$ cat src/rtl/actv_relu_pipe_if.sv
// Handshake bundle for actv_relu_pipe: the input beat channel and the output beat channel.
// The unit connects through the slave modport. The producer and consumer side (or a bench) uses master.
interface actv_relu_pipe_if #(
   parameter int WIDTH = 16,
   parameter int LANES = 4
);
   logic                   in_valid;
   logic                   in_ready;
   logic [1:0]             in_mode;
   logic [LANES*WIDTH-1:0] in_data;
   logic                   out_valid;
   logic                   out_ready;
   logic [LANES*WIDTH-1:0] out_data;

   modport slave (
      input  in_valid, in_mode, in_data, out_ready,
      output in_ready, out_valid, out_data
   );

   modport master (
      output in_valid, in_mode, in_data, out_ready,
      input  in_ready, out_valid, out_data
   );
endinterface

$ cat src/rtl/actv_relu_pipe.sv
// actv_relu_pipe: LANES-wide, two-stage, valid/ready activation unit.
// Each beat selects one of four modes: pass, ReLU, leaky ReLU (round-half-up and saturate), or clip.
// Stage 1 captures x, mode, the full-width x*coeff products and the ceiling.
// Stage 2 holds the rounded, saturated and selected result that drives out_data.
// Optional feature: define ACTV_CLIP_EN to build the ceiling register and the clip mode.
// Without it, cfg_ceil is ignored and mode 11 behaves as ReLU.
module actv_relu_pipe #(
   parameter int                      WIDTH     = 16,
   parameter int                      FRAC_BITS = 8,
   parameter int                      LANES     = 4,
   parameter logic signed [WIDTH-1:0] COEFF_RST = 16'sh001A,
   parameter logic signed [WIDTH-1:0] CEIL_RST  = 16'sh0600
) (
   input  logic                    clk,
   input  logic                    rst,
   input  logic                    cfg_we,
   input  logic signed [WIDTH-1:0] cfg_coeff,
   input  logic signed [WIDTH-1:0] cfg_ceil,
   actv_relu_pipe_if.slave         bus,
   input  logic                    sat_clr,
   output logic [15:0]             sat_count
);

   localparam int PW = 2 * WIDTH;
   localparam logic signed [PW-1:0] RND_HALF = PW'(1 << (FRAC_BITS - 1));
   localparam logic signed [PW-1:0] SAT_MAX  = {{(WIDTH + 1){1'b0}}, {(WIDTH - 1){1'b1}}};
   localparam logic signed [PW-1:0] SAT_MIN  = {{(WIDTH + 1){1'b1}}, {(WIDTH - 1){1'b0}}};

   typedef enum logic [1:0] {
      MODE_PASS  = 2'b00,
      MODE_RELU  = 2'b01,
      MODE_LEAKY = 2'b10,
      MODE_CLIP  = 2'b11
   } mode_e;

   // Configuration registers
   logic signed [WIDTH-1:0] coeff_q, coeff_d;
`ifdef ACTV_CLIP_EN
   logic signed [WIDTH-1:0] ceil_q, ceil_d;
`else
   logic unused_ceil;
   assign unused_ceil = ^{cfg_ceil, CEIL_RST};
`endif

   // Stage 1
   logic                    s1_valid_q, s1_valid_d;
   mode_e                   s1_mode_q, s1_mode_d;
   logic signed [WIDTH-1:0] s1_x_q    [LANES];
   logic signed [WIDTH-1:0] s1_x_d    [LANES];
   logic signed [PW-1:0]    s1_prod_q [LANES];
   logic signed [PW-1:0]    s1_prod_d [LANES];
`ifdef ACTV_CLIP_EN
   logic signed [WIDTH-1:0] s1_ceil_q, s1_ceil_d;
`endif

   // Stage 2
   logic                    s2_valid_q, s2_valid_d;
   logic signed [WIDTH-1:0] s2_y_q [LANES];
   logic signed [WIDTH-1:0] s2_y_d [LANES];
   logic [15:0]             sat_count_q, sat_count_d;

   // Per-lane results computed from the stage-1 registers
   logic signed [WIDTH-1:0] lane_y   [LANES];
   logic                    lane_sat [LANES];

   logic s1_advance;
   logic s2_load;
   logic in_accept;

   // Handshake: stage 1 moves on whenever stage 2 is empty or being drained this cycle.
   assign s1_advance   = !s2_valid_q || bus.out_ready;
   assign s2_load      = s1_valid_q && s1_advance;
   assign bus.in_ready = !s1_valid_q || s1_advance;
   assign in_accept    = bus.in_valid && bus.in_ready;
   assign bus.out_valid = s2_valid_q;
   assign sat_count     = sat_count_q;

   // Config update. The _d value is also what an accept in the same cycle captures.
   always_comb begin
      coeff_d = cfg_we ? cfg_coeff : coeff_q;
`ifdef ACTV_CLIP_EN
      ceil_d  = cfg_we ? cfg_ceil : ceil_q;
`endif
   end

   // Stage 1: capture the beat, its mode, the products and the ceiling on accept.
   always_comb begin
      // NOTE: every output of a combinational block gets a default first, so no path can infer a latch.
      s1_valid_d = s1_valid_q;
      s1_mode_d  = s1_mode_q;
      s1_x_d     = s1_x_q;
      s1_prod_d  = s1_prod_q;
`ifdef ACTV_CLIP_EN
      s1_ceil_d  = s1_ceil_q;
`endif
      if (bus.in_ready) s1_valid_d = in_accept;
      if (in_accept) begin
         s1_mode_d = mode_e'(bus.in_mode);
         for (int i = 0; i < LANES; i++) begin
            s1_x_d[i]    = $signed(bus.in_data[i*WIDTH +: WIDTH]);
            s1_prod_d[i] = PW'(s1_x_d[i]) * PW'(coeff_d);
         end
`ifdef ACTV_CLIP_EN
         s1_ceil_d = ceil_d;
`endif
      end
   end

   // Stage 2: round, saturate and select each lane, then count the clamps at load.
   always_comb begin
      logic signed [PW-1:0]    rnd;
      logic signed [WIDTH-1:0] relu_y;
      logic [16:0]             sat_sum;
      int                      nsat;
      rnd     = '0;
      relu_y  = '0;
      nsat    = 0;
      sat_sum = '0;
      for (int i = 0; i < LANES; i++) begin
         rnd         = (s1_prod_q[i] + RND_HALF) >>> FRAC_BITS;
         relu_y      = s1_x_q[i][WIDTH-1] ? '0 : s1_x_q[i];
         lane_sat[i] = 1'b0;
         lane_y[i]   = s1_x_q[i];
         case (s1_mode_q)
            MODE_PASS: lane_y[i] = s1_x_q[i];
            MODE_RELU: lane_y[i] = relu_y;
            MODE_LEAKY: begin
               if (s1_x_q[i][WIDTH-1]) begin
                  if (rnd > SAT_MAX) begin
                     lane_y[i]   = SAT_MAX[WIDTH-1:0];
                     lane_sat[i] = 1'b1;
                  end else if (rnd < SAT_MIN) begin
                     lane_y[i]   = SAT_MIN[WIDTH-1:0];
                     lane_sat[i] = 1'b1;
                  end else begin
                     lane_y[i]   = rnd[WIDTH-1:0];
                  end
               end
            end
            MODE_CLIP: begin
`ifdef ACTV_CLIP_EN
               lane_y[i] = (relu_y > s1_ceil_q) ? s1_ceil_q : relu_y;
`else
               lane_y[i] = relu_y;
`endif
            end
            default: lane_y[i] = s1_x_q[i];
         endcase
         if (lane_sat[i]) nsat = nsat + 1;
      end

      s2_valid_d = s2_valid_q;
      s2_y_d     = s2_y_q;
      if (s1_advance) s2_valid_d = s1_valid_q;
      if (s2_load) s2_y_d = lane_y;

      sat_count_d = sat_count_q;
      if (sat_clr) begin
         sat_count_d = '0;
      end else if (s2_load) begin
         sat_sum     = {1'b0, sat_count_q} + 17'(nsat);
         sat_count_d = sat_sum[16] ? 16'hFFFF : sat_sum[15:0];
      end
   end

   // Output packing in the same lane order as in_data.
   always_comb begin
      bus.out_data = '0;
      for (int i = 0; i < LANES; i++) bus.out_data[i*WIDTH +: WIDTH] = s2_y_q[i];
   end

   // State registers. A reset empties both stages and restores the configuration.
   always_ff @(posedge clk or posedge rst) begin
      if (rst) begin
         // NOTE: the datapath registers are reset as well, so out_data reads zero during and after reset.
         coeff_q     <= COEFF_RST;
`ifdef ACTV_CLIP_EN
         ceil_q      <= CEIL_RST;
         s1_ceil_q   <= CEIL_RST;
`endif
         s1_valid_q  <= 1'b0;
         s1_mode_q   <= MODE_PASS;
         s2_valid_q  <= 1'b0;
         sat_count_q <= '0;
         for (int i = 0; i < LANES; i++) begin
            s1_x_q[i]    <= '0;
            s1_prod_q[i] <= '0;
            s2_y_q[i]    <= '0;
         end
      end else begin
         // NOTE: non-blocking assignments, so every register samples the pre-edge values of the others.
         coeff_q     <= coeff_d;
`ifdef ACTV_CLIP_EN
         ceil_q      <= ceil_d;
         s1_ceil_q   <= s1_ceil_d;
`endif
         s1_valid_q  <= s1_valid_d;
         s1_mode_q   <= s1_mode_d;
         s2_valid_q  <= s2_valid_d;
         sat_count_q <= sat_count_d;
         s1_x_q      <= s1_x_d;
         s1_prod_q   <= s1_prod_d;
         s2_y_q      <= s2_y_d;
      end
   end

endmodule
$ cat src/flat_wrapper.sv
// flat-port wrapper written by rule: the top's interface ports become plain ports
module actv_relu_pipe_flat 
#(
   parameter int                      WIDTH     = 16,
   parameter int                      FRAC_BITS = 8,
   parameter int                      LANES     = 4,
   parameter logic signed [WIDTH-1:0] COEFF_RST = 16'sh001A,
   parameter logic signed [WIDTH-1:0] CEIL_RST  = 16'sh0600
)
  (clk, rst, cfg_we, cfg_coeff, cfg_ceil, sat_clr, sat_count, bus_in_valid, bus_in_mode, bus_in_data, bus_out_ready, bus_in_ready, bus_out_valid, bus_out_data);
  actv_relu_pipe_if #(.WIDTH(WIDTH), .LANES(LANES)) bus_i ();
  input  logic clk;
  input  logic rst;
  input  logic cfg_we;
  input  logic signed [WIDTH-1:0] cfg_coeff;
  input  logic signed [WIDTH-1:0] cfg_ceil;
  input  logic sat_clr;
  output logic [15:0] sat_count;
  input wire logic [$bits(bus_i.in_valid)-1:0] bus_in_valid;
  input wire logic [$bits(bus_i.in_mode)-1:0] bus_in_mode;
  input wire logic [$bits(bus_i.in_data)-1:0] bus_in_data;
  input wire logic [$bits(bus_i.out_ready)-1:0] bus_out_ready;
  output wire logic [$bits(bus_i.in_ready)-1:0] bus_in_ready;
  output wire logic [$bits(bus_i.out_valid)-1:0] bus_out_valid;
  output wire logic [$bits(bus_i.out_data)-1:0] bus_out_data;
  assign bus_i.in_valid = bus_in_valid;
  assign bus_i.in_mode = bus_in_mode;
  assign bus_i.in_data = bus_in_data;
  assign bus_i.out_ready = bus_out_ready;
  assign bus_in_ready = bus_i.in_ready;
  assign bus_out_valid = bus_i.out_valid;
  assign bus_out_data = bus_i.out_data;
  actv_relu_pipe #(.WIDTH(WIDTH), .FRAC_BITS(FRAC_BITS), .LANES(LANES), .COEFF_RST(COEFF_RST), .CEIL_RST(CEIL_RST)) u_core (.clk(clk), .rst(rst), .cfg_we(cfg_we), .cfg_coeff(cfg_coeff), .cfg_ceil(cfg_ceil), .bus(bus_i), .sat_clr(sat_clr), .sat_count(sat_count));
endmodule
$ cat config.mk
export PLATFORM = sky130hd
export DESIGN_NAME = actv_relu_pipe_flat
export DESIGN_NICKNAME = d
export VERILOG_FILES = /design/src/rtl/actv_relu_pipe_if.sv /design/src/rtl/actv_relu_pipe.sv /design/src/flat_wrapper.sv
export SDC_FILE = /design/constraint.sdc
export NUM_CORES = 2
export LEC_CHECK = 0
export ABC_AREA = 1
export CORE_MARGIN = 8
export CORE_UTILIZATION = 52
export DETAILED_ROUTE_END_ITERATION = 10
export PLACE_DENSITY = 0.69
export SYNTH_ARGS = -nofsm -noshare
export SYNTH_HDL_FRONTEND = slang
export SYNTH_SLANG_ARGS = --single-unit
$ cat constraint.sdc
create_clock -name clk -period 15.64 [get_ports clk]
set_input_delay 3.128 -clock clk [delete_from_list [all_inputs] [get_ports clk]]
set_output_delay 3.128 -clock clk [all_outputs]
set_load 0.02 [all_outputs]
==> load_flow_metrics.sql <==
INSERT INTO impl_metrics (metric_group, metric, value, unit) VALUES
('clock_network', 'worst_setup_hold_path_clk_slew', '0.06', 'ns'),
('worst_setup_path', 'crit-reg2reg-launch', 'u_core.coeff_q[12]', ''),
('detailed_routing', 'route.final.wire_length', '161', 'mm'),
('worst_setup_path', 'cp_num_buf_inv', '7', ''),
('clock_network', 'clock_buffer_count_from_cts', '35', ''),
('timing', 'final_skew', '0.0426', 'ns'),
('worst_setup_path', 'setup.reg_to_reg.worst_slack', '7.54', 'ns'),
('final_layout', 'synthesis_to_finish_area_growth', '7.64', '%'),
('worst_setup_path', 'startpoint_type', 'input port', ''),
('clock_network', 'clock-sinks', '264', ''),
('worst_setup_path', 'arrival', '11.72', 'ns'),
('status', 'outcome', 'finished clean', ''),
('synth', 'yosys.cell_types.count', '57', ''),
('clock_network', 'clock_latency', '0.59', 'ns'),
('clock_network', 'cts-resized-gates', '0', ''),
('worst_setup_path', 'reg2reg_depth', '26', ''),
('detailed_routing', 'ant_nets', '0', ''),
('floorplan', 'site_rows', '117', ''),
('synth', 'synthCells', '6781', ''),
('synth', 'synth_top_cells_by_area', 'sky130_fd_sc_hd__fa_1, sky130_fd_sc_hd__dfrtp_1, sky130_fd_sc_hd__inv_1', ''),
('placement', 'finalWeightedCongestion', '0.950', ''),
('job', 'drv.max_cap_violation_count', '0', ''),
('grt', 'gr-usage-all-layers', '28.8', '%'),
('worst_setup_path', 'slowest_stage', 'sky130_fd_sc_hd__clkinv_1', ''),
('grt', 'grt_antenna_before_repair', '19', ''),
('final_layout', 'fillers', '9636', ''),
('placement', 'place.detailed.hpwl', '128', 'mm'),
('synth', 'synth-seq-area-share', '12.3', '%'),
('synth', 'yosysTopAreaCell', 'sky130_fd_sc_hd__fa_1', ''),
('floorplan', 'floorplan.core_area', '102000', 'µm²'),
('timing', 'fmaxAchievable', '89.2', 'MHz'),
('timing', 'fin_hold_ws', '0.478', 'ns'),
('detailed_routing', 'detailroute.via_count', '44300', ''),
('timing', 'post-route-min-period', '11.22', 'ns'),
('hold_path', 'worstHoldPathCells', '2', ''),
('hold_path', 'hold_start', 'u_core.bus.out_data[31]', ''),
('synth', 'post-synth-top-area-fraction', '39.0', '%'),
('timing', 'finalSetupViolations', '0', ''),
('timing', 'final_max_slew_viol_count', '0', ''),
('grt', 'largest_net_degree_at_the_start_of_global_routing', '90', ''),
('clock_network', 'number_of_buffers_added_for_setup_after_cts', '0', ''),
('clock_network', 'cts_hold_buf', '0', ''),
('grt', 'wire_length_of_the_first_global_routing_pass', '257', 'mm'),
('clock_network', 'clock_tree.htree_level_count', '2', ''),
('final_layout', 'final_layout_size_suffix_gt1_share', '3.85', '%'),
('timing', 'setup_total_negative_slack', '0', 'ns'),
('synth', 'synth-edff-count', '0', ''),
('hold_path', 'hp-class', 'reg2reg', ''),
('final_layout', 'multi_input_area', '40300', 'µm²'),
('detailed_routing', 'detailedRoute.firstIterationViolations', '3220', ''),
('detailed_routing', 'wl_per_cell', '19.6', 'µm'),
('timing', 'unrepaired_setup_endpoints_after_global_routing', 'no', ''),
('floorplan', 'design.die.area', '114000', 'µm²'),
('detailed_routing', 'drt_first_pass_iters', '5', ''),
('floorplan', 'width_of_the_die', '337', 'µm'),
('worst_setup_path', 'critical_path.endpoint_type', 'flip-flop', ''),
('synth', 'async_reset_ff_share', '100', '%'),
('worst_setup_path', 'cp_data_required_time', '16.14', 'ns'),
('hold_path', 'min_delay_worst_endpoint', 'u_core.bus.out_data[31]', ''),
('worst_setup_path', 'critPathMaxFanout', '57', ''),
('final_layout', 'register_area', '6610', 'µm²'),
('clock_network', 'cts_tree', 'built', ''),
('detailed_routing', 'route.detailed.vias_per_inst', '5.40', ''),
('timing', 'min_period_over_period', '71.7', '%'),
('grt', 'grt-ovfl-total', '0', ''),
('synth', 'post_synthesis_net_count', '8257', ''),
('synth', 'avgSynthCellArea', '7.91', 'µm²'),
('worst_setup_path', 'path_class', 'in2reg', ''),
('worst_setup_path', 'timing.critical_path.slowest_cell_delay', '1.12', 'ns'),
('floorplan', 'floorplan.initialDensity', '52.6', '%'),
('timing', 'tightestPinTransition', '1.13', 'ns');
## worst max path at each step
stage / startpoint / endpoint / slack [ns] / cells after the start
2_1_floorplan: rst / u_core.bus.out_data[0] / 5.25 / 1
3_3_place_gp: cfg_we / u_core.s1_prod_q[92] / 4.17 / 27
3_5_place_dp: cfg_we / u_core.s1_prod_q[60] / 4.02 / 25
4_1_cts: cfg_we / u_core.s1_prod_q[60] / 4.66 / 25
5_1_grt: cfg_we / u_core.s1_prod_q[124] / 4.27 / 27
6_report: cfg_we / u_core.s1_prod_q[92] / 4.42 / 27
## kinds of logic after synthesis
family / after synthesis / share of synthesized area [%]
and+or+nand+nor: 2676 / 20.6
other: 1 / 0.00699
buffers and inverters: 1776 / 12.5
AOI/OAI and AO/OA: 566 / 5.79
DFF: 264 / 12.3
xor gates and xnor gates: 126 / 2.09
adders and majority gates: 1372 / 46.6
## cell usage in the layout (no fill, tap or decap), drive strengths merged, types with 7 or more instances in the layout
cell	synthesis	layout
o21bai	13	13
clkdlybuf4s50	0	169
nand4	49	49
o211ai	7	7
o21a	10	10
o21ai	257	257
nand2	1381	1381
a21oi	201	201
dfrtp	261	261
clkinv	23	30
nand3b	32	32
or2	67	67
a21o	12	12
nand3	234	234
nor3	50	50
inv	1527	1533
nor2	850	850
fa	1045	1045
clkbuf	182	44
xor2	63	63
ha	327	327
xnor2	63	63
a31oi	34	34
buf	44	41
diode	0	12
## flip-flops by register name (all words and copies together), names as in the netlist
register              count
u_core.s1_prod_q        100
u_core.bus.out_data      64
u_core.s1_x_q            64
u_core.coeff_q           16
u_core.sat_count         16
u_core.s1_mode_q          2
u_core.bus.out_valid      1
u_core.s1_valid_q         1
## area by class of cell
class	count	area share, %
inverters	1550	10.1
clock buffers	44	1.72
multi-input cells	4741	69.9
repair buffers	210	3.46
well taps	1368	2.97
diodes	12	0.0520
flip-flops and latches	264	11.5
clock inverters	19	0.358
## layer usage
| layer | share of wire (%) | vias to the layer above | wire length (µm) | track usage, % |
|---|---|---|---|---|
| li1 | - | 20200 | - | - |
| met1 | 40 | 22000 | 64700 | 37.8 |
| met2 | 47 | 1826 | 74900 | 47.0 |
| met3 | 9.1 | 350 | 14600 | 6.27 |
| met4 | 3.9 | 10 | 6310 | 10.7 |
| met5 | 0.039 | - | 62 | 0 |
## cells in the mapped netlist, drive strengths merged, types with 63 or more instances
master  count
nand3     234
a21oi     201
xor2       63
clkbuf    182
o21ai     257
nor2      850
dfrtp     261
ha        327
nand2    1381
fa       1045
inv      1527
xnor2      63
or2        67
## worst reg2reg max path, delay by kind of cell, from the launching register on
family,cells,cell delay (ns)
and+or+nand+nor,11,1.76
AOI/OAI and AO/OA,2,0.38
xor gates and xnor gates,1,0.16
adders and majority gates,7,3.34
buffers and inverters,5,2.03
DFF,1,0.35
## through the flow
step / cell area, µm² / worst slack (ns) / instances
floorplan: 53600 / 5.25 / 6781
global placement: 56500 / 4.17 / 8133
detailed placement: 56500 / 4.02 / 8133
CTS: 57700 / 4.66 / 8196
global route: 57700 / 4.27 / 8200
finish: 57700 / 4.42 / 8208
Power is left out: the tool's default activity adds up to more than one toggle a clock period on the data nets, which glitch-free logic cannot reach.
